`src/rtl/character_motion.sv`:
```
// Character motion tracker: turns decoded action codes into horizontal position,
// jump height and landing events, advancing one step per game frame tick.
module character_motion #(
    parameter int unsigned X_W      = 8,
    parameter int unsigned Y_W      = 6,
    parameter int unsigned JUMP_H   = 4,
    parameter int unsigned DJUMP_H  = 7,
    parameter int unsigned RUN_STEP = 1
) (
    input  logic           clk,
    input  logic           reset_n,
    input  logic           tick,
    input  logic [1:0]     action,
    output logic [X_W-1:0] pos_x,
    output logic [Y_W-1:0] pos_y,
    output logic           airborne,
    output logic           land,
    output logic [7:0]     jump_cnt
);

    localparam logic [1:0] ACT_STAND = 2'b00;
    localparam logic [1:0] ACT_JUMP  = 2'b01;
    localparam logic [1:0] ACT_DJUMP = 2'b10;
    localparam logic [1:0] ACT_RUN   = 2'b11;

    localparam logic [Y_W-1:0] JUMP_T  = Y_W'(JUMP_H);
    localparam logic [Y_W-1:0] DJUMP_T = Y_W'(DJUMP_H);
    localparam logic [Y_W-1:0] Y_ONE   = Y_W'(1);

    typedef enum logic [1:0] {
        GROUND = 2'd0,
        RISE   = 2'd1,
        FALL   = 2'd2
    } phase_t;

    phase_t         phase, phase_nxt;
    logic [Y_W-1:0] target, target_nxt;
    logic [X_W-1:0] pos_x_nxt;
    logic [Y_W-1:0] pos_y_nxt;
    logic [7:0]     jump_cnt_nxt;
    logic           land_nxt;

    // State and registered outputs
    always_ff @(posedge clk or negedge reset_n) begin
        if (!reset_n) begin
            phase    <= GROUND;
            target   <= JUMP_T;
            pos_x    <= '0;
            pos_y    <= '0;
            airborne <= 1'b0;
            land     <= 1'b0;
            jump_cnt <= '0;
        end else begin
            phase    <= phase_nxt;
            target   <= target_nxt;
            pos_x    <= pos_x_nxt;
            pos_y    <= pos_y_nxt;
            airborne <= (phase_nxt != GROUND);
            land     <= land_nxt;
            jump_cnt <= jump_cnt_nxt;
        end
    end

    // Next-state: horizontal step plus GROUND/RISE/FALL vertical machine, only on ticks
    always_comb begin
        phase_nxt    = phase;
        target_nxt   = target;
        pos_x_nxt    = pos_x;
        pos_y_nxt    = pos_y;
        jump_cnt_nxt = jump_cnt;
        land_nxt     = 1'b0;

        if (tick) begin
            if (action == ACT_RUN) begin
                pos_x_nxt = pos_x + X_W'(RUN_STEP);
            end

            case (phase)
                GROUND: begin
                    if (action == ACT_JUMP || action == ACT_DJUMP) begin
                        target_nxt = (action == ACT_DJUMP) ? DJUMP_T : JUMP_T;
                        pos_y_nxt  = Y_ONE;
                        if (jump_cnt != 8'hff) begin
                            jump_cnt_nxt = jump_cnt + 8'd1;
                        end
                        phase_nxt = (target_nxt == Y_ONE) ? FALL : RISE;
                    end
                end
                RISE: begin
                    // A double-jump press while rising raises the apex once
                    if (action == ACT_DJUMP && target == JUMP_T) begin
                        target_nxt = DJUMP_T;
                    end
                    pos_y_nxt = pos_y + Y_ONE;
                    if (pos_y_nxt == target_nxt) begin
                        phase_nxt = FALL;
                    end
                end
                FALL: begin
                    pos_y_nxt = pos_y - Y_ONE;
                    if (pos_y_nxt == '0) begin
                        phase_nxt  = GROUND;
                        land_nxt   = 1'b1;
                        target_nxt = JUMP_T;
                    end
                end
                default: begin
                    phase_nxt = GROUND;
                end
            endcase
        end
    end

    logic unused_stand;
    assign unused_stand = (action == ACT_STAND);

endmodule

```
`config.mk`:
```
export PLATFORM = sky130hd
export DESIGN_NAME = character_motion
export DESIGN_NICKNAME = d
export VERILOG_FILES = /design/src/rtl/character_motion.sv
export SDC_FILE = /design/constraint.sdc
export NUM_CORES = 1
export LEC_CHECK = 0
export CAP_MARGIN = 5
export CELL_PAD_IN_SITES_DETAIL_PLACEMENT = 1
export CELL_PAD_IN_SITES_GLOBAL_PLACEMENT = 2
export CORE_MARGIN = 2
export CORE_UTILIZATION = 36
export DETAILED_ROUTE_END_ITERATION = 10
export GPL_TIMING_DRIVEN = 1
export PLACE_DENSITY = 0.88
export SYNTH_ARGS = -nofsm -noshare
export SYNTH_HDL_FRONTEND = slang
export SYNTH_SLANG_ARGS = --single-unit
```
`constraint.sdc`:
```
create_clock -name clk -period 5.3 [get_ports clk]
set_input_delay 0.53 -clock clk [delete_from_list [all_inputs] [get_ports clk]]
set_output_delay 0.53 -clock clk [all_outputs]
set_load 0.05 [all_outputs]
```
==> impl_metrics.tcl <==
set metrics [dict create \
    dp.cells 292 \
    crit_required_ns 5.49 \
    antenna_found_initial 0 \
    vdd_drop_max_mv 0.2599 \
    async_flop_share_pct 100.0 \
    ys_ff_latch 32 \
    nFillCells 602 \
    dieWidth_um 77.59 \
    gr-total-overflow 0 \
    seq_power_share_pct 31.0 \
    port_buffers 28 \
    first_pass_iters 4 \
    cts_made_buffers 5 \
    final.setup.tns_ns 0 \
    max_freq_mhz 418.6 \
    final-max-slew-violation-count 0 \
    tightest_slew_ns 0.5677 \
    drtAntennaViolNets 0 \
    finalCritPeriodShare_pct 45.07 \
    multi_input_area_um2 1091 \
    cpPeakStageDelay_ns 0.65 \
    grt_pass1_wl_um 7900 \
    clock_latency_ns 0.29 \
    finalSetupViolCount 0 \
    clockBufferDepth 2 \
    drtIter0Drc 81 \
    layout-drive-gt1-share_pct 7.826 \
    post_drt_wl_per_cell_um 15.21 \
    switchingPower_mw 0.6637 \
    layout_setup_ws_ns 2.911 \
    cts_setup_buffers 0 \
    syn2layout_area_growth_pct 22.59 \
    internal_power_mw 0.6923 \
    syn_area_per_cell_um2 9.845 \
    drc_errors 0 \
    dieArea_um2 6019 \
    drt-vias-per-instance 5.187 \
    dp_hpwl_um 3319 \
    clkSinkCount 32 \
    crit_buf_inv 1 \
    hold_path_class "flop to flop" \
    place_congestion 0.7747 \
    grt_max_degree 33 \
    p_sw_share_pct 48.95 \
    start_util_pct 37.69 \
    core-area_um2 5172 \
    whs_ns 0.4975 \
    combPwrFrac_pct 54.8 \
    worst-setup-path-type "flop to flop" \
    final_nets 245 \
    max_cap_violations 0 \
    rsz0062_at_grt "no" \
    grt_usage_pct 16.59 \
    hold_violations 0 \
    clkPwrFrac_pct 14.1 \
    grt_pass1_vias 1540 \
    place_ws_ns 2.681 \
    cp_top_family "compound AO/OA/AOI/OAI gates" \
    crit_chain "inv_1, ha_1, xor2_1, o41ai_4, nand2_4, a21o_1, and2_1" \
    cts_tree "built" \
    power_density_nw_per_um2 567.4 \
    fin_cells 300 \
    synth_seq_area_share_pct 41.14 \
    r2r_setup_slack_ns 2.91 \
    syn_inst 198 \
    diodes 0 \
    ys.warnings.count 0 \
    status "complete, no violations" \
    skew_ns 0.006819 \
    cp-end-kind "flop" \
    crit_slowest_cell "dfrtp_1" \
    synthesis.nets 214 \
    synth_cell_types 52 \
    ys.flop_type "dfrtp_1" \
    area.sequential_um2 802.0 \
    synth-edff-count 0 \
    routed_wirelength_um 4563 \
    fin_crit_ns 2.389 \
    std_cell_rows 26 \
    ctsResizeCount 0 \
    vias 1556 \
    ioPinCount 29 \
    crit_fanout 14 \
    p_leak_nw 1.070 \
    clk_pin_slew_ns 0.07 \
    slew_headroom_pct 62.01 \
    worstSetupStartpointType "flop" \
    netlist_area_um2 1949 \
    ctsHoldBuffers 0 \
    cts.htree.levels 2 \
    worstPathArrival_ns 2.57 \
    cts-root-buf "clkbuf_8" \
    die_y_um 77.59 \
]
## power groups by stage
stage	combinational (mW)	sequential [mW]	clock (mW)
global placement	0.737	0.422	0
CTS	0.753	0.422	0.196
detailed placement	0.747	0.426	0
finish	0.744	0.421	0.192
global route	0.818	0.438	0.208
floorplan	0.386	0.562	0
## synth_stat cells (2+ instances only)
cell      count  area share, %
a21o_1        2           0.77
a21oi_1       4            1.0
a22o_1        2           0.90
a31oi_1       2           0.64
and2_1        4            1.3
and3_1        6            1.9
buf_2         3           0.77
clkbuf_1      2           0.39
dfrtp_1      31             40
ha_1         11            7.1
inv_1         9            1.7
mux2_2        2            1.2
mux2i_1       2            1.0
nand2_1      19            3.7
nand2b_1      3           0.96
nand3_1      12            3.1
nand4_1       4            1.3
nor2_1        9            1.7
nor3_1        2           0.51
nor3b_1       2           0.77
nor4_1        2           0.64
o21ai_0       7            1.8
o21ai_1       2           0.51
o22ai_1       2           0.64
o31a_1        3            1.3
or2_0         2           0.64
xnor2_1      14            6.3
xor2_1       11            4.9
## logic make-up after synthesis
family	count (synthesis)	share of synthesized area, %
AND/OR/NAND/NOR	77	21.89
AO/OA/AOI/OAI	34	13.03
flip-flops	32	41.14
XOR/XNOR	25	11.23
buffers and inverters	14	2.888
adder cells (fa/ha/maj)	11	7.060
multiplexers	5	2.760
## state kept, by name, summed over array words and instances, names as in the netlist
| name | count |
|---|---|
| airborne | 1 |
| jump_cnt | 8 |
| pos_y | 6 |
| phase | 2 |
| pos_x | 8 |
| land | 1 |
| target | 6 |
## cells in the final DEF, fill, tap and decap left out, types with 3 or more instances in the layout
master / netlist / final
xnor2_1: 14 / 14
o21ai_0: 7 / 7
and3_1: 6 / 6
nand2b_1: 3 / 3
xor2_1: 11 / 11
nand4_1: 4 / 4
nand2_1: 19 / 19
a21oi_1: 4 / 4
and2_1: 4 / 4
nand3_1: 12 / 12
clkdlybuf4s50_1: 0 / 28
ha_1: 11 / 11
o31a_1: 3 / 3
inv_1: 9 / 9
nor2_1: 9 / 9
clkbuf_8: 0 / 5
dfrtp_1: 31 / 31
## metal layers
metal / routed length (um) / part of all wire (%) / global-route usage [%]
met5: 0 / 0 / 0
met2: 2165 / 47 / 26.03
met3: 113 / 2.5 / 3.140
met1: 2221 / 49 / 23.28
met4: 63 / 1.4 / 4.821
## path summary, 6_finish.rpt
path / startpoint / cells past startpoint / end
min reg2reg: pos_x[7] / 1 / pos_x[7]
max reg2reg: pos_y[0] / 7 / target[4]
min in group asynchronous: reset_n / 2 / target[0]
max in group asynchronous: reset_n / 2 / target[2]
max: pos_y[0] / 7 / target[4]
min: pos_x[7] / 1 / pos_x[7]
## per-stage QoR
stage               total power, mW  util [%]  cell area (um2)
finish                        1.356     46.20             2390
floorplan                    0.9481         -             1949
detailed placement            1.173     44.51             2302
global placement              1.159     44.51             2302
CTS                           1.370     46.20             2390
global route                  1.464     46.20             2390
## layout make-up
type	count	share of cell area [%]
tap	70	3.665
inverter	9	1.414
multi-input combinational	152	45.65
timing repair buffer	29	12.04
clock inverter	3	0.7853
clock buffer	5	2.880
sequential	32	33.56
No activity file was read; power rests on OpenSTA's default activity.
